$ cat src/rtl/pipeline_ctrl_pkg.sv
// pipeline_ctrl_pkg: shared state, stage-control bundle and constants for WISC pipeline control
package pipeline_ctrl_pkg;
  typedef enum logic [1:0] {RUN, DRAIN, HALTED} ctrl_state_t;
  typedef struct packed {
    logic pc_en;
    logic if_id_en;
    logic if_id_flush;
    logic id_ex_en;
    logic id_ex_flush;
    logic ex_mem_en;
    logic mem_wb_en;
  } stage_ctrl_t;
  localparam int REG_ZERO = 0;
endpackage

$ cat src/rtl/hazard_detect.sv
// hazard_detect: load-use compare between the ID source registers and a load in EX
module hazard_detect import pipeline_ctrl_pkg::*; #(
  parameter int REG_W = 4
) (
  input  logic [REG_W-1:0] id_rs,
  input  logic [REG_W-1:0] id_rt,
  input  logic             id_rs_used,
  input  logic             id_rt_used,
  input  logic [REG_W-1:0] ex_rd,
  input  logic             ex_mem_read,
  output logic             load_use
);
  assign load_use = ex_mem_read && ex_rd != REG_W'(REG_ZERO) &&
                    ((id_rs_used && id_rs == ex_rd) || (id_rt_used && id_rt == ex_rd));
endmodule

$ cat src/rtl/pipeline_hazard_ctrl.sv
// pipeline_hazard_ctrl: stall/flush sequencer for the 5-stage pipeline; PIPELINE_HAZARD_CTRL_PERF_CNT_EN adds perf counters
module pipeline_hazard_ctrl import pipeline_ctrl_pkg::*; #(
  parameter int REG_W = 4,
  parameter int DRAIN_CYCLES = 3
`ifdef PIPELINE_HAZARD_CTRL_PERF_CNT_EN
  , parameter int CNT_W = 16
`endif
) (
  input  logic             clk,
  input  logic             rst,
  input  logic [REG_W-1:0] id_rs,
  input  logic [REG_W-1:0] id_rt,
  input  logic             id_rs_used,
  input  logic             id_rt_used,
  input  logic [REG_W-1:0] ex_rd,
  input  logic             ex_mem_read,
  input  logic             id_br_mispred,
  input  logic             if_busy,
  input  logic             mem_busy,
  input  logic             id_halt,
  output logic             pc_en,
  output logic             if_id_en,
  output logic             if_id_flush,
  output logic             id_ex_en,
  output logic             id_ex_flush,
  output logic             ex_mem_en,
  output logic             mem_wb_en,
  output logic             stall,
  output logic             halted
`ifdef PIPELINE_HAZARD_CTRL_PERF_CNT_EN
  , output logic [CNT_W-1:0] cnt_load_use
  , output logic [CNT_W-1:0] cnt_mispred
  , output logic [CNT_W-1:0] cnt_mem_wait
  , output logic [CNT_W-1:0] cnt_cycles
`endif
);
  localparam int DW = $clog2(DRAIN_CYCLES + 1);
  ctrl_state_t state;
  logic [DW-1:0] dcnt;
  logic load_use;
  stage_ctrl_t sc;
  hazard_detect #(.REG_W(REG_W)) u_hd (
    .id_rs(id_rs), .id_rt(id_rt), .id_rs_used(id_rs_used), .id_rt_used(id_rt_used),
    .ex_rd(ex_rd), .ex_mem_read(ex_mem_read), .load_use(load_use)
  );
  always_comb begin
    sc = '{pc_en: 1'b1, if_id_en: 1'b1, if_id_flush: 1'b0, id_ex_en: 1'b1,
           id_ex_flush: 1'b0, ex_mem_en: 1'b1, mem_wb_en: 1'b1};
    stall = 1'b0;
    halted = 1'b0;
    if (rst) begin
      sc.if_id_flush = 1'b1;
      sc.id_ex_flush = 1'b1;
    end else if (state == HALTED) begin
      sc = '0;
      stall = 1'b1;
      halted = 1'b1;
    end else if (state == DRAIN) begin
      sc.pc_en = 1'b0;
      sc.if_id_flush = 1'b1;
      sc.id_ex_flush = 1'b1;
      sc.ex_mem_en = !mem_busy;
      sc.mem_wb_en = !mem_busy;
      stall = 1'b1;
    end else if (mem_busy) begin
      sc = '0;
      stall = 1'b1;
    end else if (load_use) begin
      sc.pc_en = 1'b0;
      sc.if_id_en = 1'b0;
      sc.id_ex_flush = 1'b1;
      stall = 1'b1;
    end else if (id_br_mispred) begin
      sc.if_id_flush = 1'b1;
    end else if (id_halt || if_busy) begin
      sc.pc_en = 1'b0;
      sc.if_id_flush = 1'b1;
      stall = 1'b1;
    end
  end
  assign {pc_en, if_id_en, if_id_flush, id_ex_en, id_ex_flush, ex_mem_en, mem_wb_en} = sc;
  always_ff @(posedge clk)
    if (rst) begin
      state <= RUN;
      dcnt <= '0;
    end else if (state == RUN && !mem_busy && !load_use && !id_br_mispred && id_halt) begin
      state <= DRAIN;
      dcnt <= DW'(DRAIN_CYCLES);
    end else if (state == DRAIN && !mem_busy) begin
      dcnt <= dcnt - 1'b1;
      state <= dcnt == DW'(1) ? HALTED : DRAIN;
    end
`ifdef PIPELINE_HAZARD_CTRL_PERF_CNT_EN
  logic win_lu, win_mp, win_mw, live;
  assign live = state != HALTED;
  assign win_lu = state == RUN && !mem_busy && load_use;
  assign win_mp = state == RUN && !mem_busy && !load_use && id_br_mispred;
  assign win_mw = live && mem_busy;
  always_ff @(posedge clk)
    if (rst) begin
      cnt_load_use <= '0;
      cnt_mispred <= '0;
      cnt_mem_wait <= '0;
      cnt_cycles <= '0;
    end else begin
      cnt_load_use <= cnt_load_use + CNT_W'(win_lu && !(&cnt_load_use));
      cnt_mispred <= cnt_mispred + CNT_W'(win_mp && !(&cnt_mispred));
      cnt_mem_wait <= cnt_mem_wait + CNT_W'(win_mw && !(&cnt_mem_wait));
      cnt_cycles <= cnt_cycles + CNT_W'(live && !(&cnt_cycles));
    end
`endif
endmodule

$ cat config.mk
export PLATFORM = sky130hd
export DESIGN_NAME = pipeline_hazard_ctrl
export DESIGN_NICKNAME = d
export VERILOG_FILES = /design/src/rtl/pipeline_ctrl_pkg.sv /design/src/rtl/hazard_detect.sv /design/src/rtl/pipeline_hazard_ctrl.sv
export SDC_FILE = /design/constraint.sdc
export NUM_CORES = 1
export LEC_CHECK = 0
export BUFFER_PORTS_ARGS = -buffer_cell sky130_fd_sc_hd__buf_2
export CORE_AREA = 2 2 39 41
export DETAILED_ROUTE_END_ITERATION = 10
export DIE_AREA = 0 0 41 43
export PLACE_DENSITY = 0.76
export SLEW_MARGIN = 10
export SYNTH_ARGS = -nofsm -noshare
export SYNTH_HDL_FRONTEND = slang
export SYNTH_SLANG_ARGS = --single-unit
$ cat constraint.sdc
create_clock -name clk -period 1.7 [get_ports clk]
set_clock_uncertainty 0.05 [all_clocks]
set_input_delay 0.17 -clock clk [delete_from_list [all_inputs] [get_ports clk]]
set_output_delay 0.17 -clock clk [all_outputs]
set_load 0.1 [all_outputs]
==> results of run 1 <==
==> layout make-up <==
cell class / count / area [sq um]
sequential: 4 / 80.1
inverter: 6 / 22.5
timing repair buffer: 38 / 367
multi-input combinational: 44 / 384
tap: 16 / 20.0
clock buffer: 3 / 22.5
fill: 98 / 488
==> layout by cell type (no fill, tap or decap), types with 2 or more instances in the layout <==
cell / n
sky130_fd_sc_hd__buf_2: 18
sky130_fd_sc_hd__clkbuf_4: 3
sky130_fd_sc_hd__a31oi_4: 2
sky130_fd_sc_hd__xor2_1: 3
sky130_fd_sc_hd__buf_4: 7
sky130_fd_sc_hd__a41o_1: 3
sky130_fd_sc_hd__buf_6: 3
sky130_fd_sc_hd__buf_12: 8
sky130_fd_sc_hd__a21oi_1: 2
sky130_fd_sc_hd__dfxtp_1: 4
sky130_fd_sc_hd__inv_1: 5
sky130_fd_sc_hd__nor2_1: 11
sky130_fd_sc_hd__buf_8: 2
==> worst min path at each step <==
stage / start / to / cells after the start
finish: rst / state[1] / 2
global placement: rst / state[1] / 2
global route: rst / state[1] / 2
floorplan: rst / dcnt[0] / 2
detailed placement: rst / state[1] / 2
CTS: rst / state[1] / 2
==> cell families (layout without fill, tap and decap cells) <==
logic type | count (synthesis) | after routing | synth area share, %
xor+xnor | 6 | 6 | 11.9
flops | 4 | 4 | 18.2
buf+inv | 8 | 47 | 7.67
simple gates | 20 | 20 | 23.9
compound gates | 17 | 17 | 35.5
fa+ha+maj | 1 | 1 | 2.84
==> power by group through the flow <==
stage | registers (mW) | clock network (mW) | logic, mW
detailed placement | 0.106 | 0 | 0.282
global route | 0.106 | 0.125 | 0.343
global placement | 0.106 | 0 | 0.279
CTS | 0.105 | 0.123 | 0.318
floorplan | 0.105 | 0 | 0.185
finish | 0.105 | 0.121 | 0.324
==> stage by stage <==
| step | power, mW | instance area, sq um |
|---|---|---|
| 5_1_grt | 0.575 | 896 |
| 3_3_place_gp | 0.384 | 748 |
| 3_5_place_dp | 0.389 | 748 |
| 6_report | 0.550 | 896 |
| 2_1_floorplan | 0.291 | 467 |
| 4_1_cts | 0.546 | 882 |
==> state kept, by name, indices dropped and copies added (netlist names) <==
register	flops
state	2
dcnt	2
==> critical path, cell delays in order <==
cell and delay, ns:
sky130_fd_sc_hd__buf_8 0.10, sky130_fd_sc_hd__o41a_4 0.51, sky130_fd_sc_hd__buf_6 0.14, sky130_fd_sc_hd__a31oi_4 0.22, sky130_fd_sc_hd__buf_6 0.14, sky130_fd_sc_hd__a31oi_4 0.08
sky130_fd_sc_hd__buf_12 0.18
==> routing by layer <==
layer | vias up | GRT usage [%] | share of wire, %
met2 | 35 | 32.2 | 54
met3 | 2 | 2.62 | 8.8
met4 | 0 | 8.00 | 0.67
met5 | - | 0 | 0
li1 | 284 | - | -
met1 | 253 | 20.8 | 36
==> what timing repair did <==
| item | in CTS | in global routing |
|---|---|---|
| resized for setup | 18 | 5 |
| pin swaps | 7 | 7 |
| cloned | 0 | 0 |
| endpoints found under the setup margin | 5 | 5 |
| setup buffers | 4 | 0 |
| hold endpoints to repair | 0 | 0 |
==> impl_table.tex, run 1 <==
\begin{tabular}{lr}
\hline
Metric & Value \\
\hline
\multicolumn{2}{l}{\textbf{Synthesis}} \\
Distinct cells, synth & 29 \\
Ranking of synthesized cells by instance count & sky130\_fd\_sc\_hd\_\_nor2\_1, sky130\_fd\_sc\_hd\_\_inv\_1, sky130\_fd\_sc\_hd\_\_dfxtp\_1, sky130\_fd\_sc\_hd\_\_xor2\_1 \\
Number of synthesized flops with an enable pin & 0 \\
Flip-flop and latch count after synthesis & 4 \\
Gate count of the mapped netlist & 56 \\
Most numerous cell in the Yosys netlist & sky130\_fd\_sc\_hd\_\_nor2\_1 \\
Library cell with the largest summed area after synthesis & sky130\_fd\_sc\_hd\_\_dfxtp\_1 \\
Fraction of the yosys area taken by sequential cells & 18.2\% \\
Biggest area contributors in the synthesized netlist & sky130\_fd\_sc\_hd\_\_dfxtp\_1, sky130\_fd\_sc\_hd\_\_nor2\_1, sky130\_fd\_sc\_hd\_\_xor2\_1, sky130\_fd\_sc\_hd\_\_a41o\_1, sky130\_fd\_sc\_hd\_\_inv\_1 \\
Total nets after synthesis & 78 \\
Yosys top cell area share & a little under a fifth \\
Count of yosys warnings during synthesis & 0 \\
Most used flip-flop cell after synthesis & sky130\_fd\_sc\_hd\_\_dfxtp\_1 \\
Synthesized cell area & $\sim$440 sq um \\
Post-synth ARST share & 0\% \\
Avg Cell Area, Syn & 7.86 sq um \\
\multicolumn{2}{l}{\textbf{Timing}} \\
RSZ-0062 raised after global routing & true \\
Highest Clock Rate & 567 MHz \\
Pin slew with the least headroom to its limit & 0.483 ns \\
Final clock period utilization by the worst path & 104\% \\
Hold Slack & roughly 0.2 ns \\
Number of failing hold endpoints at the final stage & 0 \\
Number of pins with negative max-slew slack in the final report & 0 \\
Final critical delay including setup and external delays & between 1.5 and 2 ns \\
Sum of negative setup slack & -0.235 ns \\
Least setup slack across all paths after layout & -0.0627 ns \\
Endpoints failing setup & 5 \\
Relative slew slack & between 60\% and 70\% \\
\multicolumn{2}{l}{\textbf{Drt}} \\
Routed len/inst & around 12 microns \\
Via count normalized by instance count & 5.17 \\
Antenna Nets Post-Route & 0 \\
Final Routed Wirelength & between 1 and 1.5 mm \\
Number of optimization iterations in the first detailed-route pass & 5 \\
DRC errors left & 0 \\
Starting DRT DRC Count & 12 \\
Vias & 574 \\
\multicolumn{2}{l}{\textbf{Pwr}} \\
Peak ir drop on the vdd network & about 0.34 mV \\
Sequential share of power & 19.1\% \\
Share of total power consumed by net switching & about 43\% \\
Psw & about 0.24 mW \\
Cell area power density & between 600 and 700 nW/um\^{}2 \\
Leak pwr & about 0.43 nW \\
Share of power burned in combinational logic & 59.0\% \\
Internal power summed over all cells & approximately 0.31 mW \\
Proportion of power drawn by the clock network & between 20 and 25\% \\
\multicolumn{2}{l}{\textbf{CTS}} \\
Clock H-tree levels & 1 \\
Clock-pin slew on the worst setup and hold paths & around 0.04 ns \\
Root buffer cell & sky130\_fd\_sc\_hd\_\_clkbuf\_4 \\
Count of hold buffers inserted by post-cts repair & 0 \\
TritonCTS clock tree & built \\
Number of buffers added by the clock tree synthesis step & 3 \\
Total number of clock tree sinks & 4 \\
Insertion delay of the later-clocked pin in the worst-skew pair & 0.24 ns \\
Deepest clock path buffer count & 2 \\
\multicolumn{2}{l}{\textbf{Final layout}} \\
Final Util & 64.7\% \\
Ant diodes & 0 \\
Net count, final & roughly 120 \\
Fraction of layout instances using a drive strength above 1 & 57.9\% \\
Non-filler instance count after layout & around 110 \\
Syn-to-layout area delta & 103\% \\
\multicolumn{2}{l}{\textbf{Global route}} \\
Largest net degree at the start of global routing & 12 \\
Number of antenna violations at the first check in global routing & 0 \\
Global Route Usage Sum & 18.5\% \\
Total overflow reported by the global router & 0 \\
Via count of the first global-routing pass & between 500 and 600 \\
First-pass GRT wire length & 2.27 mm \\
\multicolumn{2}{l}{\textbf{Outcome}} \\
Result of the run & finished with violations \\
Failing checks & negative setup slack \\
\multicolumn{2}{l}{\textbf{Floorplan}} \\
Boundary Pins & 30 \\
Width of the die & a little over 40 microns \\
Height of the chip & $\sim$43 microns \\
Starting density of the core & between 30\% and 40\% \\
Std-Cell Rows & 14 \\
Area of the placeable core & 1380 sq um \\
Die Area & 1760 sq um \\
\multicolumn{2}{l}{\textbf{Placed design}} \\
Setup Slack @ Placement & -0.125 ns \\
Number of cells in the design after placement & between 100 and 150 \\
Count of buffers from port buffering & 29 \\
HPWL after DPL & 942 microns \\
Routability congestion estimate & 0.690 \\
\multicolumn{2}{l}{\textbf{Critical path}} \\
Kind of launch point of the worst setup path & input pin \\
Worst setup path end & stall \\
WP data arrival & 1.54 ns \\
Critical path startpoint & ex\_rd[0] \\
Critical register-to-register path endpoint & dcnt[1] \\
CP Capture Type & output pin \\
Crit path max fanout & 4 \\
Startpoint of the worst-slack reg-to-reg timing path & state[1] \\
Worst Setup Path Type & input pin to output pin \\
Data required time at the worst endpoint & between 1 and 1.5 ns \\
Reg2Reg Setup Slack & between 0.4 and 0.5 ns \\
FF-to-FF path depth & 6 \\
\multicolumn{2}{l}{\textbf{Hold path}} \\
Min-Delay Path Class & input pin to flop \\
\multicolumn{2}{l}{\textbf{Job}} \\
Maximum Capacitance Violations & 0 \\
\hline
\end{tabular}
(Power assumes the default switching activity.)
==> run 2, diff against run 1 <==
- SETUP_SLACK_MARGIN: default -> 0.2
- clock period: 1.7 -> 2.2 ns (I/O delays scaled with it)
==> run 2 against run 1 <==
Effect of this change:
- the flow now finishes without violations
- power fell by 32%
- final cell count down 5.4%
- hold slack better by 0.039 ns
- sequential power down 23%
- design area fell by 22%
- largest power group unchanged
==> impl_table.tex, run 2 (same netlist as run 1, synthesis figures left out) <==
\begin{tabular}{lr}
\hline
Metric & Value \\
\hline
\multicolumn{2}{l}{\textbf{Critical path}} \\
FF-to-FF path depth & 5 (-1) \\
Worst path buffer plus inverter count & 2 (-2) \\
Data required time at the worst endpoint & 1.93 ns (+0.45 ns) \\
Master of the slowest instance on the critical path & sky130\_fd\_sc\_hd\_\_a222oi\_1 \\
Critical register-to-register path endpoint & dcnt[1] \\
Maximum cell stage delay along the critical path & 0.51 ns (about the same) \\
CP Capture Type & output pin \\
WP data arrival & 1.68 ns (+0.14 ns) \\
Reg2Reg Setup Slack & 0.69 ns (+0.27 ns) \\
Critical-path cell list & buf\_2, a222oi\_1, a31oi\_4, a311o\_2, buf\_12 \\
Kind of launch point of the worst setup path & input pin \\
Startpoint of the worst-slack reg-to-reg timing path & state[1] \\
Worst Setup Path Type & input pin to output pin \\
Top cell family by delay on the critical path & compound AO/OA/AOI/OAI gates \\
Crit path max fanout & 7 (+3) \\
\multicolumn{2}{l}{\textbf{Final layout}} \\
Filler cells & 135 (+38\%) \\
Fraction of layout instances using a drive strength above 1 & 50.6\% (-7.3 points) \\
Ant diodes & 0 (unchanged) \\
Area taken by multi-input logic gates & 338 sq um (-12\%) \\
Commonest non-fill, non-tap cells in the layout & sky130\_fd\_sc\_hd\_\_buf\_2, sky130\_fd\_sc\_hd\_\_nor2\_1, sky130\_fd\_sc\_hd\_\_inv\_1 \\
Leading cell type in the layout, fill and taps excluded & sky130\_fd\_sc\_hd\_\_buf\_2 \\
Syn-to-layout area delta & 59.7\% \\
Registers with the most flip-flops & dcnt x2, state x2 \\
Net count, final & 113 (-5.0\%) \\
FF/Latch Area & 80.1 sq um (unchanged) \\
Non-filler instance count after layout & 105 (-5.4\%) \\
\multicolumn{2}{l}{\textbf{Hold path}} \\
Min-Delay Path Class & input pin to flop \\
Number of stages on the worst hold path & 2 (unchanged) \\
Launch point of the worst hold path & rst \\
Hold Path End & state[1] \\
\multicolumn{2}{l}{\textbf{Global route}} \\
Number of antenna violations at the first check in global routing & 0 (unchanged) \\
Met1 usage in global routing & 14.6\% (-6.2 points) \\
Via count of the first global-routing pass & 495 (-16\%) \\
Global Route Usage Sum & 14.7\% (-3.8 points) \\
Global routing's busiest layer & met2 \\
Met3 Use GR & 3.14\% (+0.52 points) \\
Total overflow reported by the global router & 0 (unchanged) \\
First-pass GRT wire length & 1.77 mm (-22\%) \\
Largest net degree at the start of global routing & 12 (unchanged) \\
Met2 Usage GRT & 25.0\% (-7.2 points) \\
\multicolumn{2}{l}{\textbf{Floorplan}} \\
Height of the chip & 43 microns (unchanged) \\
Starting density of the core & 31.8\% (unchanged) \\
Area of the placeable core & 1380 sq um (unchanged) \\
Width of the die & 41 microns (unchanged) \\
Std-Cell Rows & 14 (unchanged) \\
Die Area & 1760 sq um (unchanged) \\
Boundary Pins & 30 (unchanged) \\
\multicolumn{2}{l}{\textbf{Timing}} \\
RSZ-0062 raised after global routing & true \\
Highest Clock Rate & between 500 and 600 MHz \\
Number of pins with negative max-slew slack in the final report & 0 (unchanged) \\
Final clock period utilization by the worst path & just under 90\% \\
Sum of negative setup slack & 0 ns (+0.235 ns) \\
Relative slew slack & 60.4\% (-7.6 points) \\
Final critical delay including setup and external delays & roughly 2.0 ns \\
Least setup slack across all paths after layout & 0.248 ns (+0.311 ns) \\
Pin slew with the least headroom to its limit & 0.593 ns (+0.110 ns) \\
Endpoints failing setup & 0 (-5) \\
Number of failing hold endpoints at the final stage & 0 (unchanged) \\
\multicolumn{2}{l}{\textbf{Placed design}} \\
Number of cells in the design after placement & 99 (-4.8\%) \\
Routability congestion estimate & 0.648 (-6.2\%) \\
Count of buffers from port buffering & 29 (unchanged) \\
HPWL after DPL & 918 microns (-2.5\%) \\
Setup Slack @ Placement & 0.227 ns (+0.352 ns) \\
\multicolumn{2}{l}{\textbf{Pwr}} \\
Share of total power consumed by net switching & 44.7\% (+1.7 points) \\
Sequential share of power & 21.6\% (+2.5 points) \\
Internal power summed over all cells & 0.207 mW (-34\%) \\
Leak pwr & 0.346 nW (-19\%) \\
Share of power burned in combinational logic & 53.4\% (-5.6 points) \\
Cell area power density & 532 nW/um\^{}2 (-13\%) \\
Proportion of power drawn by the clock network & 24.9\% (+2.9 points) \\
Peak ir drop on the vdd network & 0.237 mV (-30\%) \\
Psw & 0.167 mW (-29\%) \\
\multicolumn{2}{l}{\textbf{Drt}} \\
Vias & 541 (-5.7\%) \\
Starting DRT DRC Count & 6 (-6) \\
Number of optimization iterations in the first detailed-route pass & 4 (-1) \\
Routed len/inst & 10.4 microns (-14\%) \\
Via count normalized by instance count & 5.15 (-0.36\%) \\
Final Routed Wirelength & 1.09 mm (-18\%) \\
Antenna Nets Post-Route & 0 (unchanged) \\
DRC errors left & 0 (unchanged) \\
\multicolumn{2}{l}{\textbf{CTS}} \\
Insertion delay of the later-clocked pin in the worst-skew pair & 0.24 ns (about the same) \\
Deepest clock path buffer count & 2 (unchanged) \\
Number of buffers added by the clock tree synthesis step & 3 (unchanged) \\
Clock H-tree levels & 1 (unchanged) \\
Root buffer cell & sky130\_fd\_sc\_hd\_\_clkbuf\_4 \\
TritonCTS clock tree & built \\
Total number of clock tree sinks & 4 (unchanged) \\
Clock-pin slew on the worst setup and hold paths & 0.04 ns (about the same) \\
\multicolumn{2}{l}{\textbf{Job}} \\
Maximum Capacitance Violations & 0 (unchanged) \\
\multicolumn{2}{l}{\textbf{Outcome}} \\
Result of the run & complete, no violations \\
\hline
\end{tabular}
-- run 2: repair_timing --
item                                    CTS  global route
setup buffers                             0             3
gates resized for setup                   0             4
endpoints found under the setup margin    0             5
hold buffers                              0             0
-- run 2: per-stage QoR --
step / hold slack [ns] / power [mW] / instance area [sq um] / util, %
4_1_cts: 0.234 / 0.374 / 673 / 48.6
3_3_place_gp: 0.477 / 0.274 / 651 / 47.0
2_1_floorplan: 0.457 / 0.221 / 452 / -
5_1_grt: 0.251 / 0.395 / 703 / 50.8
3_5_place_dp: 0.484 / 0.277 / 651 / 47.0
6_report: 0.241 / 0.374 / 703 / 50.8
-- run 2: worst max path at each step --
stage | from | to | slack [ns] | cells past startpoint
global route | state[0] | id_ex_flush | 0.19 | 5
finish | ex_rd[0] | if_id_flush | 0.25 | 5
global placement | ex_rd[3] | stall | 0.25 | 7
CTS | ex_rd[3] | stall | 0.23 | 7
floorplan | id_rs[0] | stall | 0.04 | 4
detailed placement | ex_rd[3] | stall | 0.23 | 7
-- run 2: layer usage --
metal	vias up	routed length, microns
met1	244	421
met2	25	580
li1	270	-
met4	0	11
met3	2	80
met5	-	0
-- run 2: area by class of cell --
cell class	count	area share [%]
Multi-Input combinational cell	44	48.0
Timing Repair Buffer	32	31.3
Sequential cell	4	11.4
Clock buffer	3	3.20
Inverter	6	3.20
Tap cell	16	2.85
-- run 2: power groups by stage --
stage / combinational (mW) / sequential (mW) / clock (mW)
final: 0.200 / 0.0809 / 0.0932
after CTS: 0.195 / 0.0809 / 0.0975
after global routing: 0.212 / 0.0812 / 0.102
after global placement: 0.193 / 0.0816 / 0
after detailed placement: 0.195 / 0.0821 / 0
after floorplan: 0.140 / 0.0814 / 0
